### src/rtl/sramif_pkg.sv
// Shared types and default geometry for the SRAM-interface access controller.
package sramif_pkg;

  localparam int DEF_AW       = 16;
  localparam int DEF_DW       = 64;
  localparam int DEF_WAIT_CYC = 2;
  localparam int CMD_W        = 1 + DEF_AW + DEF_DW;

  typedef enum logic [1:0] {
    IDLE,
    SETUP,
    ACCESS,
    HOLD
  } state_t;

  // FIFO entry layout, MSB first
  typedef struct packed {
    logic                is_wr;
    logic [DEF_AW-1:0]   addr;
    logic [DEF_DW-1:0]   wdata;
  } cmd_t;

endpackage

### src/rtl/sramif_access_ctrl.sv
// Pops packed commands from the command FIFO and runs SETUP/ACCESS/HOLD on an SRAM.
// Optional SRAMIF_BACK2BACK_EN: pop the next command from HOLD, skipping the IDLE gap.
module sramif_access_ctrl
  import sramif_pkg::*;
#(
  parameter int AW       = DEF_AW,
  parameter int DW       = DEF_DW,
  parameter int WAIT_CYC = DEF_WAIT_CYC,
  parameter int CMD_W    = 1 + AW + DW
) (
  input  logic             clk,
  input  logic             rst_n,
  input  logic             fifo_empty,
  input  logic [CMD_W-1:0] fifo_data,
  output logic             fifo_read,
  output logic             sram_ce_n,
  output logic             sram_we_n,
  output logic             sram_oe_n,
  output logic [AW-1:0]    sram_addr,
  output logic [DW-1:0]    sram_wdata,
  input  logic [DW-1:0]    sram_rdata,
  output logic             rd_valid,
  input  logic             rd_ready,
  output logic [DW-1:0]    rd_data,
  output logic             busy
);

  generate
    if (WAIT_CYC < 1 || WAIT_CYC > 15) begin : g_bad_wait
      $error("sramif_access_ctrl: WAIT_CYC must be within 1..15");
    end
    if (CMD_W != 1 + AW + DW) begin : g_bad_cmdw
      $error("sramif_access_ctrl: CMD_W must equal 1+AW+DW");
    end
  endgenerate

  state_t        r_state;
  logic [3:0]    r_cnt;
  logic          r_is_wr;
  logic          r_ce_n;
  logic          r_we_n;
  logic          r_oe_n;
  logic [AW-1:0] r_addr;
  logic [DW-1:0] r_wdata;
  logic          r_rd_valid;
  logic [DW-1:0] r_rd_data;
  logic          r_busy;

  logic          w_is_wr;
  logic [AW-1:0] w_addr;
  logic [DW-1:0] w_wdata;
  logic          w_pending;
  logic          w_pop_state;
  logic          w_pop;

  assign w_is_wr = fifo_data[CMD_W-1];
  assign w_addr  = fifo_data[DW +: AW];
  assign w_wdata = fifo_data[DW-1:0];

  // An unaccepted response blocks further pops: at most one response in flight.
  assign w_pending = r_rd_valid && !rd_ready;

`ifdef SRAMIF_BACK2BACK_EN
  assign w_pop_state = (r_state == IDLE) || (r_state == HOLD);
`else
  assign w_pop_state = (r_state == IDLE);
`endif

  assign w_pop     = rst_n && w_pop_state && !fifo_empty && !w_pending;
  assign fifo_read = w_pop;

  assign sram_ce_n  = r_ce_n;
  assign sram_we_n  = r_we_n;
  assign sram_oe_n  = r_oe_n;
  assign sram_addr  = r_addr;
  assign sram_wdata = r_wdata;
  assign rd_valid   = r_rd_valid;
  assign rd_data    = r_rd_data;
  assign busy       = r_busy;

  // Pin registers are loaded with the values for the state being entered.
  always_ff @(posedge clk or negedge rst_n) begin
    if (!rst_n) begin
      r_state    <= IDLE;
      r_cnt      <= '0;
      r_is_wr    <= 1'b0;
      r_ce_n     <= 1'b1;
      r_we_n     <= 1'b1;
      r_oe_n     <= 1'b1;
      r_addr     <= '0;
      r_wdata    <= '0;
      r_rd_valid <= 1'b0;
      r_rd_data  <= '0;
      r_busy     <= 1'b0;
    end else begin
      if (r_rd_valid && rd_ready) r_rd_valid <= 1'b0;
      case (r_state)
        IDLE: begin
          if (w_pop) begin
            r_state <= SETUP;
            r_is_wr <= w_is_wr;
            r_addr  <= w_addr;
            r_wdata <= w_wdata;
            r_ce_n  <= 1'b0;
            r_we_n  <= 1'b1;
            r_oe_n  <= w_is_wr;
            r_busy  <= 1'b1;
          end
        end
        SETUP: begin
          r_state <= ACCESS;
          r_cnt   <= 4'(WAIT_CYC - 1);
          r_we_n  <= ~r_is_wr;
          r_oe_n  <= r_is_wr;
        end
        ACCESS: begin
          if (r_cnt == 4'd0) begin
            r_state <= HOLD;
            r_we_n  <= 1'b1;
            r_oe_n  <= 1'b1;
            if (!r_is_wr) begin
              r_rd_data  <= sram_rdata;
              r_rd_valid <= 1'b1;
            end
          end else begin
            r_cnt <= r_cnt - 4'd1;
          end
        end
        HOLD: begin
          // Address and data stay put through HOLD for write hold time.
          if (w_pop) begin
            r_state <= SETUP;
            r_is_wr <= w_is_wr;
            r_addr  <= w_addr;
            r_wdata <= w_wdata;
            r_we_n  <= 1'b1;
            r_oe_n  <= w_is_wr;
          end else begin
            r_state <= IDLE;
            r_ce_n  <= 1'b1;
            r_busy  <= 1'b0;
          end
        end
      endcase
    end
  end

endmodule

### config.mk
export PLATFORM = sky130hd
export DESIGN_NAME = sramif_access_ctrl
export DESIGN_NICKNAME = d
export VERILOG_FILES = /design/src/rtl/sramif_pkg.sv /design/src/rtl/sramif_access_ctrl.sv
export SDC_FILE = /design/constraint.sdc
export NUM_CORES = 1
export LEC_CHECK = 0
export CAP_MARGIN = 20
export CORE_UTILIZATION = 41
export DETAILED_ROUTE_END_ITERATION = 8
export HOLD_SLACK_MARGIN = 0.08
export PLACE_DENSITY = 0.81
export REMOVE_ABC_BUFFERS = 1
export SLEW_MARGIN = 20
export SYNTH_ARGS = -nofsm -noshare
export SYNTH_HDL_FRONTEND = slang
export SYNTH_SLANG_ARGS = --single-unit
### constraint.sdc
create_clock -name clk -period 2.4 [get_ports clk]
set_clock_uncertainty 0.1 [all_clocks]
set_input_delay 0.72 -clock clk [delete_from_list [all_inputs] [get_ports clk]]
set_output_delay 0.72 -clock clk [all_outputs]
set_load 0.1 [all_outputs]
==> out/metrics.csv, run 1 <==
metric;value;unit
fin_setup_tns;0;ns
synth_edf_count;0;
cp_slowest_cell;dfrtp_1;
cts_max_level;4;
n_antenna_cell;0;
setup_viol;0;
cts-root-buf;clkbuf_16;
relSlewSlack;42.6;%
grt_usage;19.6;%
gr-total-overflow;0;
r2r-end;sram_wdata[55]$_DFFE_PN0P_;
dr.pass1.iters;6;
violations;DRC;
drtAntennaViolNets;0;
fp-row-count;44;
grt_pass1_vias;4602;
drt-total-wl;14700;um
nets;830;
remaining_drc_errors;23;
die-area;0.0157;mm^2
worst_pin_slew;0.861;ns
rsz0062_at_grt;false;
ys_seq_elements;156;
ios;299;
clk_path_buf_depth;2;
crit_fanout;5;
worstSetupEndpoint;fifo_read;
drt_iter0_markers;190;
cts.sinks;156;
rr_startpoint;r_state[0]$_DFFE_PN0P_;
vias;4170;
grt_pass1_wl;23800;um
worstPathCellList;inv_2, ha_4, nand4b_4, inv_2, buf_12;
path_common_cell;inv_2;
drv_cap;0;
wl_per_cell;16.9;um
grt_max_degree;157;
period_share;95.8;%
cpPeakStageDelay;0.41;ns
initial_core_util;42.4;%
status;complete, but fails checks;
timing.final.hold_violations;0;
drive_gt1_share;49.2;%
period_needed;2.30;ns
crit_start;r_state[0]$_DFFE_PN0P_;
die_y;125;um
critPathKind;register to primary output;
gp_congestion;0.747;
synthToLayoutAreaGrowth;54.5;%
cts_made_buffers;17;
hold_path_class;primary input to asynchronous set/reset pin;
syn-cell-area;0.00624;mm^2
synth_cell_types;27;
drv_slew;0;
r2r_slack;0.38;ns
placeableCoreArea;0.0147;mm^2
cts_tree;built;
critical_path.endpoint_type;primary output;
syn_avg_cell_area;17.1;um^2
cts.clk_slew.worst_paths;0.06;ns
start_kind;register;
hpwl;10800;um
antenna_found_initial;0;
cp.required;1.58;ns
rr_worst_depth;7;
clock_latency;0.41;ns
synth_ff_type;dfrtp_1;
synth_cells;365;
arrival;1.48;ns
viasPerCell;4.79;
fillers;1041;
yosysWarnings;0;
synthArstFlopShare;100;%
die_w;125;um
fmax;435;MHz
seq_area_frac_synth;62.7;%
io_buffers;298;
[worst min-delay path by stage]
| stage | startpoint | endpoint | slack [ns] | cells after the start |
|---|---|---|---|---|
| floorplan | rst_n | busy$_DFFE_PN0P_ | 0.32 | 0 |
| global placement | r_cnt[0]$_DFFE_PN0P_ | r_cnt[0]$_DFFE_PN0P_ | 0.35 | 1 |
| detailed placement | r_cnt[0]$_DFFE_PN0P_ | r_cnt[0]$_DFFE_PN0P_ | 0.36 | 1 |
| CTS | r_cnt[0]$_DFFE_PN0P_ | r_cnt[0]$_DFFE_PN0P_ | 0.37 | 1 |
| global route | r_cnt[0]$_DFFE_PN0P_ | r_cnt[0]$_DFFE_PN0P_ | 0.40 | 1 |
| finish | rst_n | sram_addr[14]$_DFFE_PN0P_ | 0.35 | 2 |
[state kept, by name, indices dropped and copies added, names as in the netlist]
signal,flops
r_cnt,4
sram_ce_n,1
rd_data,64
r_state,2
sram_addr,16
r_is_wr,1
sram_oe_n,1
sram_wdata,64
sram_we_n,1
rd_valid,1
busy,1
[cells in the final DEF, fill, tap and decap left out, types with 2 or more instances in the layout]
cell type and count:
dfrtp_1 153, buf_4 150, clkdlybuf4s50_1 145, mux2_2 91, mux2_4 49, clkbuf_16 17
mux2_1 7, a21oi_1 7, buf_12 7, nand2_1 6, ha_1 6, inv_1 4
clkinvlp_4 4, inv_2 3, mux2i_1 3, clkbuf_1 3, clkinv_2 3, dfstp_2 3
nand3b_1 2, nand2b_1 2, o21ai_0 2, clkinv_4 2, clkbuf_8 2, dlygate4sd2_1 2
[metal layers]
metal	GRT usage (%)	wire length (um)
met1	21.8	5610
met2	33.3	7340
met3	7.49	1410
met4	9.40	358
met5	0	0
[Yosys cell counts, types with 3 or more instances]
master,number,area share (%)
dfstp_2,3,1.3
mux2_2,91,16
mux2i_1,3,0.48
mux2_4,49,12
dfrtp_1,153,61
a21oi_1,7,0.56
ha_1,7,1.4
inv_1,7,0.42
buf_6,11,2.0
mux2_1,7,1.3
buf_4,3,0.36
nand2_1,6,0.36
[critical path: cells and delay by family (launching register included)]
kind,cells,cell delay (ns)
adders and majority gates,1,0.18
buffers and inverters,3,0.38
DFF,1,0.41
and+or+nand+nor,1,0.10
[per-stage QoR]
step	hold slack, ns	worst slack (ns)	instance area (um^2)	utilization, %	cells
after floorplan	0.324	-1.69	6080	-	350
after global placement	0.351	-0.204	9060	61.6	838
after detailed placement	0.364	-0.253	9060	61.6	838
after CTS	0.371	0.0122	9640	65.6	871
after global routing	0.397	0.0347	9640	65.6	871
final	0.348	0.0997	9640	65.6	871
[cell families (layout without fill, tap and decap cells)]
logic type      after synthesis  in the layout  synth area share [%]
flops                       156            156                  62.7
mux                         150            150                  30.0
buf+inv                      22            344                  2.85
simple gates                 19             19                  2.15
compound gates               11             11                 0.963
fa+ha+maj                     7              7                  1.40
[area by class of cell]
class / instances / area, um^2 / area share (%)
clock buffer: 22 / 464 / 4.82
clock inverter: 10 / 92.6 / 0.961
inverter: 7 / 26.3 / 0.273
multi-input combinational: 187 / 2170 / 22.5
sequential: 156 / 3910 / 40.6
tap: 184 / 230 / 2.39
timing repair buffer: 305 / 2750 / 28.5
[repair_timing]
action	4_1_cts	5_1_grt
buffers inserted	1	0
endpoints found under the setup margin	1	1
gates resized for setup	6	2
hold buffers	0	0
Power of run 1 is left out: the tool's default activity adds up to more than one toggle a clock period on the data nets, which glitch-free logic cannot reach.
==> run 2: changes to the inputs <==
--- a/config.mk
+++ b/config.mk
@@ -6,10 +6,11 @@
 export NUM_CORES = 1
 export LEC_CHECK = 0
 export CAP_MARGIN = 20
+export CORE_ASPECT_RATIO = 1.4
 export CORE_UTILIZATION = 41
 export DETAILED_ROUTE_END_ITERATION = 8
 export HOLD_SLACK_MARGIN = 0.08
-export PLACE_DENSITY = 0.81
+export PLACE_DENSITY_LB_ADDON = 0.1
 export REMOVE_ABC_BUFFERS = 1
 export SLEW_MARGIN = 20
 export SYNTH_ARGS = -nofsm -noshare
==> out/metrics.csv, run 2 (same netlist as run 1, synthesis figures left out) <==
metric;value;unit
holdPathStages;1;
drv_cap;0;
hold_path_class;register to register;
status;finished, final reports clean;
drtAntennaViolNets;0;
die_w;106;um
fmax;433;MHz
die-area;0.0157;mm^2
worst_pin_slew;0.792;ns
remaining_drc_errors;0;
hold_end;r_cnt[0]$_DFFE_PN0P_;
setup_viol;0;
grt_max_degree;157;
cts_tree;built;
rsz0062_at_grt;false;
clock_latency;0.42;ns
relSlewSlack;47.2;%
hpwl;11100;um
die_y;148;um
period_needed;2.31;ns
period_share;96.3;%
dr.pass1.iters;4;
r2r-end;rd_data[2]$_DFFE_PN0P_;
rr_startpoint;r_cnt[0]$_DFFE_PN0P_;
io_buffers;298;
clk_path_buf_depth;2;
cts.clk_slew.worst_paths;0.06;ns
initial_core_util;41.8;%
antenna_found_initial;0;
grt_usage;19.4;%
drt-total-wl;15100;um
nets;837;
post-route-util;65.3;%
crit_fanout;5;
grt_pass1_wl;23200;um
grt_pass1_vias;4342;
drive_gt1_share;50.0;%
ios;299;
rr_worst_depth;6;
cts_max_level;4;
gr-total-overflow;0;
r2r_slack;0.40;ns
drt_iter0_markers;139;
viasPerCell;4.69;
synthToLayoutAreaGrowth;56.2;%
cts.sinks;156;
arrival;1.49;ns
gp_congestion;0.774;
hold_ws;0.379;ns
drv_slew;0;
placeableCoreArea;0.0149;mm^2
fp-row-count;53;
holdCritStartpoint;r_cnt[0]$_DFFE_PN0P_;
critical_path.endpoint_type;primary output;
critPathKind;register to primary output;
cts-root-buf;clkbuf_16;
n_antenna_cell;0;
timing.final.hold_violations;0;
cp.required;1.58;ns
start_kind;register;
most-common-layout-cells;dfrtp_1, buf_4, clkdlybuf4s50_1;
wl_per_cell;17.1;um
vias;4159;
postCtsHoldBufs;0;
cts_made_buffers;17;
run 2: per-stage QoR:
stage | setup WS [ns] | cells | TNS (ns) | instance area (um^2)
3_5_place_dp | -0.214 | 852 | -6.22 | 9160
2_1_floorplan | -1.69 | 350 | -156.42 | 6080
6_report | 0.0886 | 886 | 0 | 9740
4_1_cts | 0.0245 | 886 | 0 | 9740
3_3_place_gp | -0.194 | 852 | -4.26 | 9160
5_1_grt | 0.00234 | 886 | 0 | 9740
run 2: area by class of cell:
cell class / count / area (um^2)
well taps: 192 / 240
fillers: 1136 / 5180
inverters: 7 / 26.3
flip-flops and latches: 156 / 3910
repair buffers: 312 / 2850
clock buffers: 19 / 443
multi-input cells: 187 / 2170
clock inverters: 13 / 106
run 2: how the worst max path moves through the flow:
stage	cells after the start	slack, ns	end	from
floorplan	5	-1.69	rd_data[0]$_DFFE_PN0P_	r_cnt[0]$_DFFE_PN0P_
global placement	5	-0.19	fifo_read	rd_ready
detailed placement	5	-0.21	fifo_read	rd_ready
CTS	5	0.02	fifo_read	r_state[1]$_DFFE_PN0P_
global route	5	0.002	fifo_read	r_state[0]$_DFFE_PN0P_
finish	5	0.09	fifo_read	r_state[0]$_DFFE_PN0P_
run 2: routing by layer:
| layer | GRT usage (%) | share of wire (%) | vias up |
|---|---|---|---|
| met4 | 7.50 | 1.5 | 0 |
| met1 | 22.6 | 38 | 2042 |
| met3 | 4.85 | 7.0 | 18 |
| li1 | - | - | 1914 |
| met2 | 34.2 | 53 | 185 |
| met5 | 0 | 0 | - |
run 2: repair_timing:
action,4_1_cts,5_1_grt
buffers inserted,2,0
gates resized for setup,7,1
gates cloned,0,0
setup endpoints to repair,1,1
run 2: worst max-delay path, cell delays in order (launching register included):
cell and delay, ns:
dfrtp_1 0.41, inv_2 0.12, ha_4 0.18, nand4b_4 0.11
inv_2 0.09, buf_12 0.17
Power of run 2 is left out for the same reason.
